### src/rtl/conv_window_scheduler.sv
// Raster-order scheduler driving one shared serial MAC unit over every filter window.
// Optional stall statistics port compiled in with `define CONV_SCHED_PERF_EN.
module conv_window_scheduler #(
    parameter int DATA_WIDTH = 16,
    parameter int D          = 1,
    parameter int F          = 2,
    parameter int H          = 4,
    parameter int W          = 4,
    parameter int S          = 1,
    parameter int PE_LAT     = 2,
    localparam int RW        = $clog2(H),
    localparam int CW        = $clog2(W)
) (
    input  logic                  clk,
    input  logic                  reset,
    input  logic                  start,
    input  logic                  abort,
    output logic                  conv_rst,
    output logic [RW-1:0]         win_row,
    output logic [CW-1:0]         win_col,
    input  logic [DATA_WIDTH-1:0] conv_res,
    output logic [DATA_WIDTH-1:0] res_data,
    output logic [RW+CW-1:0]      res_idx,
    output logic                  res_valid,
    input  logic                  res_ready,
    output logic                  busy,
`ifdef CONV_SCHED_PERF_EN
    output logic [31:0]           stall_cnt,
`endif
    output logic                  done
);

    localparam int ACC   = D * F * F + PE_LAT;
    localparam int CNT_W = ($clog2(ACC) > 1) ? $clog2(ACC) : 1;
    localparam int IW    = RW + CW;

    localparam logic [CNT_W-1:0] CNT_ZERO = CNT_W'(0);
    localparam logic [CNT_W-1:0] CNT_ONE  = CNT_W'(1);
    localparam logic [CNT_W-1:0] CLR_LAST = CNT_W'(1);
    localparam logic [CNT_W-1:0] ACC_LAST = CNT_W'(ACC - 1);
    localparam logic [RW-1:0]    ROW_LAST = RW'(H - F);
    localparam logic [CW-1:0]    COL_LAST = CW'(W - F);
    localparam logic [RW-1:0]    ROW_STEP = RW'(S);
    localparam logic [CW-1:0]    COL_STEP = CW'(S);
    localparam logic [IW-1:0]    IDX_ONE  = IW'(1);

    typedef enum logic [2:0] {
        ST_IDLE    = 3'd0,
        ST_CLEAR   = 3'd1,
        ST_ACCUM   = 3'd2,
        ST_CAPTURE = 3'd3,
        ST_EMIT    = 3'd4,
        ST_DONE    = 3'd5
    } state_t;

    state_t                r_state;
    logic [CNT_W-1:0]      r_cnt;
    logic [RW-1:0]         r_row;
    logic [CW-1:0]         r_col;
    logic [IW-1:0]         r_idx;
    logic [DATA_WIDTH-1:0] r_data;
    logic                  r_valid;
    logic                  r_conv_rst;
    logic                  r_busy;
    logic                  r_done;

    logic w_last_win;
    logic w_accept;
    logic w_start_ok;

    assign w_last_win = (r_row == ROW_LAST) && (r_col == COL_LAST);
    assign w_accept   = r_valid && res_ready;
    assign w_start_ok = (r_state == ST_IDLE) && start && !abort;

    // Main sequencer: window walk, MAC reset pulse, accumulate wait and result handshake.
    always_ff @(posedge clk or negedge reset) begin
        if (!reset) begin
            r_state    <= ST_IDLE;
            r_cnt      <= CNT_ZERO;
            r_row      <= '0;
            r_col      <= '0;
            r_idx      <= '0;
            r_data     <= '0;
            r_valid    <= 1'b0;
            r_conv_rst <= 1'b1;
            r_busy     <= 1'b0;
            r_done     <= 1'b0;
        end else if (abort && (r_state != ST_IDLE)) begin
            // A pending result is simply dropped; no completion is signalled.
            r_state    <= ST_IDLE;
            r_cnt      <= CNT_ZERO;
            r_valid    <= 1'b0;
            r_conv_rst <= 1'b1;
            r_busy     <= 1'b0;
            r_done     <= 1'b0;
        end else begin
            case (r_state)
                ST_IDLE: begin
                    r_conv_rst <= 1'b1;
                    r_done     <= 1'b0;
                    if (w_start_ok) begin
                        r_state <= ST_CLEAR;
                        r_cnt   <= CNT_ZERO;
                        r_row   <= '0;
                        r_col   <= '0;
                        r_idx   <= '0;
                        r_busy  <= 1'b1;
                    end else begin
                        r_busy  <= 1'b0;
                    end
                end
                ST_CLEAR: begin
                    if (r_cnt == CLR_LAST) begin
                        r_state    <= ST_ACCUM;
                        r_cnt      <= CNT_ZERO;
                        r_conv_rst <= 1'b0;
                    end else begin
                        r_cnt      <= r_cnt + CNT_ONE;
                    end
                end
                ST_ACCUM: begin
                    if (r_cnt == ACC_LAST) begin
                        r_state <= ST_CAPTURE;
                        r_cnt   <= CNT_ZERO;
                    end else begin
                        r_cnt   <= r_cnt + CNT_ONE;
                    end
                end
                ST_CAPTURE: begin
                    r_data  <= conv_res;
                    r_valid <= 1'b1;
                    r_state <= ST_EMIT;
                end
                ST_EMIT: begin
                    if (w_accept) begin
                        r_valid    <= 1'b0;
                        r_conv_rst <= 1'b1;
                        if (w_last_win) begin
                            r_state <= ST_DONE;
                            r_done  <= 1'b1;
                        end else begin
                            // Window address moves only here, i.e. on entry to CLEAR.
                            r_state <= ST_CLEAR;
                            r_cnt   <= CNT_ZERO;
                            r_idx   <= r_idx + IDX_ONE;
                            if (r_col == COL_LAST) begin
                                r_col <= '0;
                                r_row <= r_row + ROW_STEP;
                            end else begin
                                r_col <= r_col + COL_STEP;
                            end
                        end
                    end else begin
                        r_valid <= 1'b1;
                    end
                end
                ST_DONE: begin
                    r_done  <= 1'b0;
                    r_busy  <= 1'b0;
                    r_state <= ST_IDLE;
                end
                default: begin
                    r_state    <= ST_IDLE;
                    r_cnt      <= CNT_ZERO;
                    r_valid    <= 1'b0;
                    r_conv_rst <= 1'b1;
                    r_busy     <= 1'b0;
                    r_done     <= 1'b0;
                end
            endcase
        end
    end

`ifdef CONV_SCHED_PERF_EN
    logic [31:0] r_stall_cnt;

    // Saturating count of result cycles stalled by the consumer.
    always_ff @(posedge clk or negedge reset) begin
        if (!reset) begin
            r_stall_cnt <= 32'd0;
        end else if (w_start_ok) begin
            r_stall_cnt <= 32'd0;
        end else if ((r_state == ST_EMIT) && !res_ready && (r_stall_cnt != 32'hFFFF_FFFF)) begin
            r_stall_cnt <= r_stall_cnt + 32'd1;
        end else begin
            r_stall_cnt <= r_stall_cnt;
        end
    end

    assign stall_cnt = r_stall_cnt;
`endif

    assign conv_rst  = r_conv_rst;
    assign win_row   = r_row;
    assign win_col   = r_col;
    assign res_data  = r_data;
    assign res_idx   = r_idx;
    assign res_valid = r_valid;
    assign busy      = r_busy;
    assign done      = r_done;

endmodule

### config.mk
export PLATFORM = sky130hd
export DESIGN_NAME = conv_window_scheduler
export DESIGN_NICKNAME = d
export VERILOG_FILES = /design/src/rtl/conv_window_scheduler.sv
export SDC_FILE = /design/constraint.sdc
export NUM_CORES = 1
export LEC_CHECK = 0
export BUFFER_PORTS_ARGS = -buffer_cell sky130_fd_sc_hd__buf_2
export CORE_MARGIN = 2
export CORE_UTILIZATION = 55
export CTS_CLUSTER_DIAMETER = 120
export DETAILED_ROUTE_END_ITERATION = 8
export PLACE_DENSITY = 0.81
export SETUP_SLACK_MARGIN = 0.02
export SYNTH_ARGS = -nofsm -noshare
export SYNTH_HDL_FRONTEND = slang
export SYNTH_SLANG_ARGS = --single-unit
### constraint.sdc
create_clock -name clk -period 2.75 [get_ports clk]
set_clock_uncertainty 0.15 [all_clocks]
set_input_delay 0.55 -clock clk [delete_from_list [all_inputs] [get_ports clk]]
set_output_delay 0.55 -clock clk [all_outputs]
set_load 0.005 [all_outputs]
-- After elaboration in Yosys (flattened, before gate mapping)
Index checks and enable logic that the tools add are counted.
- register bits after elaboration: 34
- bits of input ports: 21
- output and inout port bits: 28
- word-level logic and storage cells: 101
- add/sub/neg operators: 4
- eq/ne operators: 24
- multiplexer cells: 41
- bitwise operators: 1
- reduce and logical (&&, ||, !) cells: 21
- operator list (cell ; count):
    $mux W3 ; 12
    $pmux W3 S5 ; 2
    $ne A3 B3 Y1 const B ; 5
    $mux W2 ; 7
    $mux W4 ; 3
    $mux W1 ; 10
    $ne A2 B1 Y1 const B ; 5
    $eq A3 B3 Y1 const B ; 3
    $ne A2 B2 Y1 const B ; 4
    $pmux W2 S2 ; 2
    $pmux W4 S2 ; 1
    $reduce_and A4 Y1 ; 2
    $reduce_or A4 Y1 ; 2
    $eq A3 B1 Y1 const B ; 2
    $eq A3 B2 Y1 const B ; 2
    $pmux W1 S3 ; 2
    $reduce_and A3 Y1 ; 2
    $reduce_and A6 Y1 ; 1
    $reduce_or A3 Y1 ; 2
    $logic_and A1 B1 Y1 ; 5
    $reduce_and A5 Y1 ; 1
    $add A2 B1 Y2 const B ; 2
    $add A4 B1 Y4 const B ; 1
    $eq A2 B2 Y1 const B ; 2
    10 further kinds ; 11

-- Depth between registers and ports, before layout
- depth after elaboration: 6
- mapped depth: 7
- depth with buffers taken out: 6

-- Worst setup path after synthesis
No wires, ideal clock.
- path type: input port to flip-flop
- start point: in abort
- end point: reg r_data[10] (netlist: res_data[10])
- library setup time: 0.125 ns
- arrival: 1.464 ns
- path slack: 1.011 ns
- stages on the path: 5
- path buffers: 2
- cell sequence: nor2_2 > and3_1 > buf_4 > buf_6 > mux2_4
- word-level cells in the longest chain between the ends: 3
- ends and longest elaborated chain (what ; line ; RTL):
    from (decl) ; 17 ; input logic abort,
    $logic_and A1 B1 Y1 ; 88 ; end else if (abort && (r_state != ST_IDLE)) begin
    $not A1 Y1 (no source line) ; n/a ;
    $reduce_and A2 Y1 (no source line) ; n/a ;
    to (signal assigned) ; 130 ; r_data <= conv_res;
    to (decl) ; 61 ; logic [DATA_WIDTH-1:0] r_data;
No other way between the ends.
A chain may end at the register's enable or synchronous reset.

-- Worst setup path after layout
- start point: reg r_state[0]
- end point: reg r_data[13] (netlist: res_data[13])
- word-level cells in the longest chain between the ends: 4
- elaborated cells on any way between the ends: 5
- ends and longest elaborated chain (what ; line ; RTL):
    from (decl) ; 56 ; state_t r_state;
    from (signal assigned) ; 78 ; r_state <= ST_IDLE;
    from (signal assigned) ; 90 ; r_state <= ST_IDLE;
    from (signal assigned) ; 102 ; r_state <= ST_CLEAR;
    $reduce_bool A3 Y1 ; 88 ;
    $logic_and A1 B1 Y1 ; 88 ;
    $not A1 Y1 (no source line) ; n/a ;
    $reduce_and A2 Y1 (no source line) * ; n/a ;
Every way passes the cells marked *; elsewhere a longest branch is shown, timed or not.

==> metrics.md <==
| Metric | Value |
|---|---|
| Outcome | `complete, no violations` |
| DP HPWL | `2530 um` |
| Routed vias/inst | `~5.7` |
| Max-slew violations | `0` |
| Post-synth EDFFs | `0` |
| WP data arrival | `2.03 ns` |
| Post-Route Setup TNS | `0 ns` |
| Post-synth cell types | `49` |
| Final estimated routing congestion in global placement | `0.939` |
| First-pass GRT wire length | `5490 um` |
| IO Port Bufs | `48` |
| VDD IR max | `around 390 uV` |
| Rows | `20` |
| Routed len/inst | `around 14 um` |
| Sequential-to-total area share from yosys stat | `0.488` |
| Clk_lat worst skew | `0.33 ns` |
| Horiz. Die Dim | `60.3 um` |
| Worst Tran Pin Value | `between 0.7 and 0.8 ns` |
| Post-synthesis cell area | `between 1500 and 2000 sq um` |
| FILL cells | `~230` |
| Max-Cap Viols | `0` |
| Maximum clock insertion buffer count | `2` |
| Antenna violations before repair | `0` |
| Nets@finish | `roughly 220` |
| Post-synthesis async set-or-reset flop share | `1.00` |
| WL final | `approximately 3400 um` |
| CTS tree | `built` |
| DRT Pass-1 Iters | `4` |
| Pint | `934 uW` |
| Largest net degree at the start of global routing | `35` |
| H-tree Lvls | `2` |
| Crit Path Max Fanout | `14` |
| Initial DRC Count | `42` |
| Top cells by area, synth | `dfrtp_1 (47%), mux2_4 (8.6%), mux2_1 (3.9%)` |
| CP cell instances | `and3_1 > buf_12 > mux2_1` |
| Area Overhead vs Synth | `19.9%` |
| ANT nets after route | `0` |
| Clock power frac | `0.258` |
| Worst hold slack | `between 0.1 and 0.15 ns` |
| Synth area leader | `dfrtp_1` |
| CTS Hold Bufs | `0` |
| DIE AREA | `~3600 sq um` |
| CTS sink count | `34` |
| Antenna diode count | `0` |
| Final WS setup | `between 0.7 and 0.8 ns` |
| Post-Syn Instances | `~150` |
| Critical Path Sink Type | `flip-flop` |
| DRC | `0` |
| Worst path required time | `approximately 2.8 ns` |
| Die height | `roughly 60 um` |
| Pwr per Cell Area | `a little over 600 nW/um^2` |
| P_sw | `~370 uW` |
| Setup WS pre-CTS | `~0.48 ns` |
| Layout cells sized above 1 | `0.373` |
| Max Clock Freq | `~510 MHz` |
| Yosys reg bits | `34` |
| RSZ-0062 raised after global routing | `false` |
| Mean Syn Cell Area | `around 11 sq um` |
| Vias in the first global route | `~1.3k` |
| DR vias | `between 1k and 1.5k` |
| Gr usage total | `0.203` |
| Final hold violations | `0` |
| CTS resizes | `0` |
| Period minus WS final | `about 2 ns` |
| Num CTS Buffers | `5` |
| Total I/O pin count | `slightly below 50` |
| CTS Root Cell | `clkbuf_4` |
| Share of the cycle needed by the critical path after routing | `0.713` |
| Slew headroom | `0.517` |
| Core Box Area | `a little over 3000 sq um` |
| Leakage | `~1.0 nW` |
| GRT overflow | `0` |
| Crit path max-delay family | `flip-flops` |
| WS Path Type | `reg2reg` |
| Seq pwr share | `0.507` |
| Max incr delay on CP | `0.63 ns` |
| Post-Syn Nets | `175` |
| Worst-path clk slew | `about 0.1 ns` |
| Slowest-stage cell, CP | `dfrtp_1` |
| Top-area cell type share of the netlist area | `0.473` |
| Comb power frac | `0.235` |
| Starting Density | `0.576` |
| Main synth FF type | `dfrtp_1` |
| Yosys Warn Count | `0` |
| Setup crit start kind | `flip-flop` |
| Hold Path Class | `in2async` |
| Final-report setup violation count | `0` |
| Sw Ratio | `0.283` |
| Buffers & Inverters on Critical Path | `1` |
| Post-CTS Setup Repair Bufs | `0` |
## cell usage after synthesis, types with 2 or more instances
cell type	number
nand2b_1	6
nor3_1	7
ha_1	2
buf_2	5
nor2_1	6
o21ai_0	4
a21oi_1	7
mux2i_1	3
a22o_1	3
a211o_1	2
inv_1	4
nand3b_1	2
nand3_1	5
dfrtp_1	33
and3_1	2
mux2_4	10
mux2_1	6
nor2b_1	4
and3b_1	2
a31oi_1	3
nand2_1	6
buf_4	2
a41oi_1	2
## path summary, 6_finish.rpt
check,from,slack (ns),end,cells past startpoint
max,r_state[0],0.79,res_data[13],3
min,reset,0.11,res_data[15],1
max reg2reg,r_state[0],0.79,res_data[13],3
min reg2reg,res_data[14],0.34,res_data[14],1
max in group asynchronous,reset,1.88,res_data[13],1
min in group clk,conv_res[0],0.27,res_data[0],2
## worst reg2reg max path: cells and delay by family (launching register included)
kind,cells,cell delay [ns]
buffers and inverters,1,0.21
multiplexers,1,0.32
AND/OR/NAND/NOR,1,0.53
flip-flops,1,0.63
## logic make-up (layout without fill, tap and decap cells)
family                     count (synthesis)  after routing  share of synthesized area
muxes                                     19             19                      0.142
buffers and inverters                     13             62                     0.0401
AOI/OAI and AO/OA                         35             35                      0.148
DFF                                       34             34                      0.488
adders and majority gates                  2              2                     0.0143
and+or+nand+nor                           48             48                      0.163
xor gates and xnor gates                   1              1                    0.00502
## routing by layer
metal	vias to the layer above	track usage	part of all wire
li1	656	-	-
met1	680	0.253	0.45
met2	51	0.335	0.46
met3	5	0.0618	0.068
met4	0	0.0762	0.013
met5	-	0	0
## stage by stage
stage | instance area [sq um] | total power, mW | util | instances
after floorplan | 1750 | 0.843 | - | 152
after global placement | 2010 | 0.962 | 0.665 | 237
after detailed placement | 2010 | 0.975 | 0.665 | 237
after CTS | 2090 | 1.31 | 0.691 | 245
after global routing | 2090 | 1.38 | 0.691 | 245
final | 2090 | 1.30 | 0.691 | 245
## cell usage in the layout, fill, tap and decap left out, types with 2 or more instances in the layout
master    netlist  final
a211o_1         2      2
a21oi_1         7      7
a22o_1          3      3
a31oi_1         3      3
a41oi_1         2      2
and3_1          2      2
and3b_1         2      2
buf_2           5     48
clkbuf_4        0      5
clkbuf_8        0      3
dfrtp_1        33     33
ha_1            2      2
inv_1           4      4
mux2_1          6      6
mux2_4         10     10
mux2i_1         3      3
nand2_1         6      6
nand2b_1        6      6
nand3_1         5      5
nand3b_1        2      2
nor2_1          6      6
nor2b_1         4      4
nor3_1          7      7
o21ai_0         4      4
## area by class of cell
cell class              count  area, sq um  share of cell area
clock buffers               8         78.8              0.0377
inverters                   4         15.0             0.00718
multi-input cells         105          823               0.394
flip-flops and latches     34          852               0.407
well taps                  44         55.1              0.0263
repair buffers             50          268               0.128
## power by group through the flow
stage	logic, mW	clock network (mW)	registers, mW
global placement	0.298	0	0.664
global route	0.340	0.362	0.674
finish	0.306	0.336	0.660
floorplan	0.183	0	0.660
CTS	0.308	0.346	0.660
detailed placement	0.306	0	0.670
## flip-flops by register name, indices dropped and copies added (netlist names), 2 cells and up
register  cells
res_data     16
res_idx       4
r_cnt         3
r_state       3
win_col       2
win_row       2
Note: power is estimated with default switching activity, not from simulation.
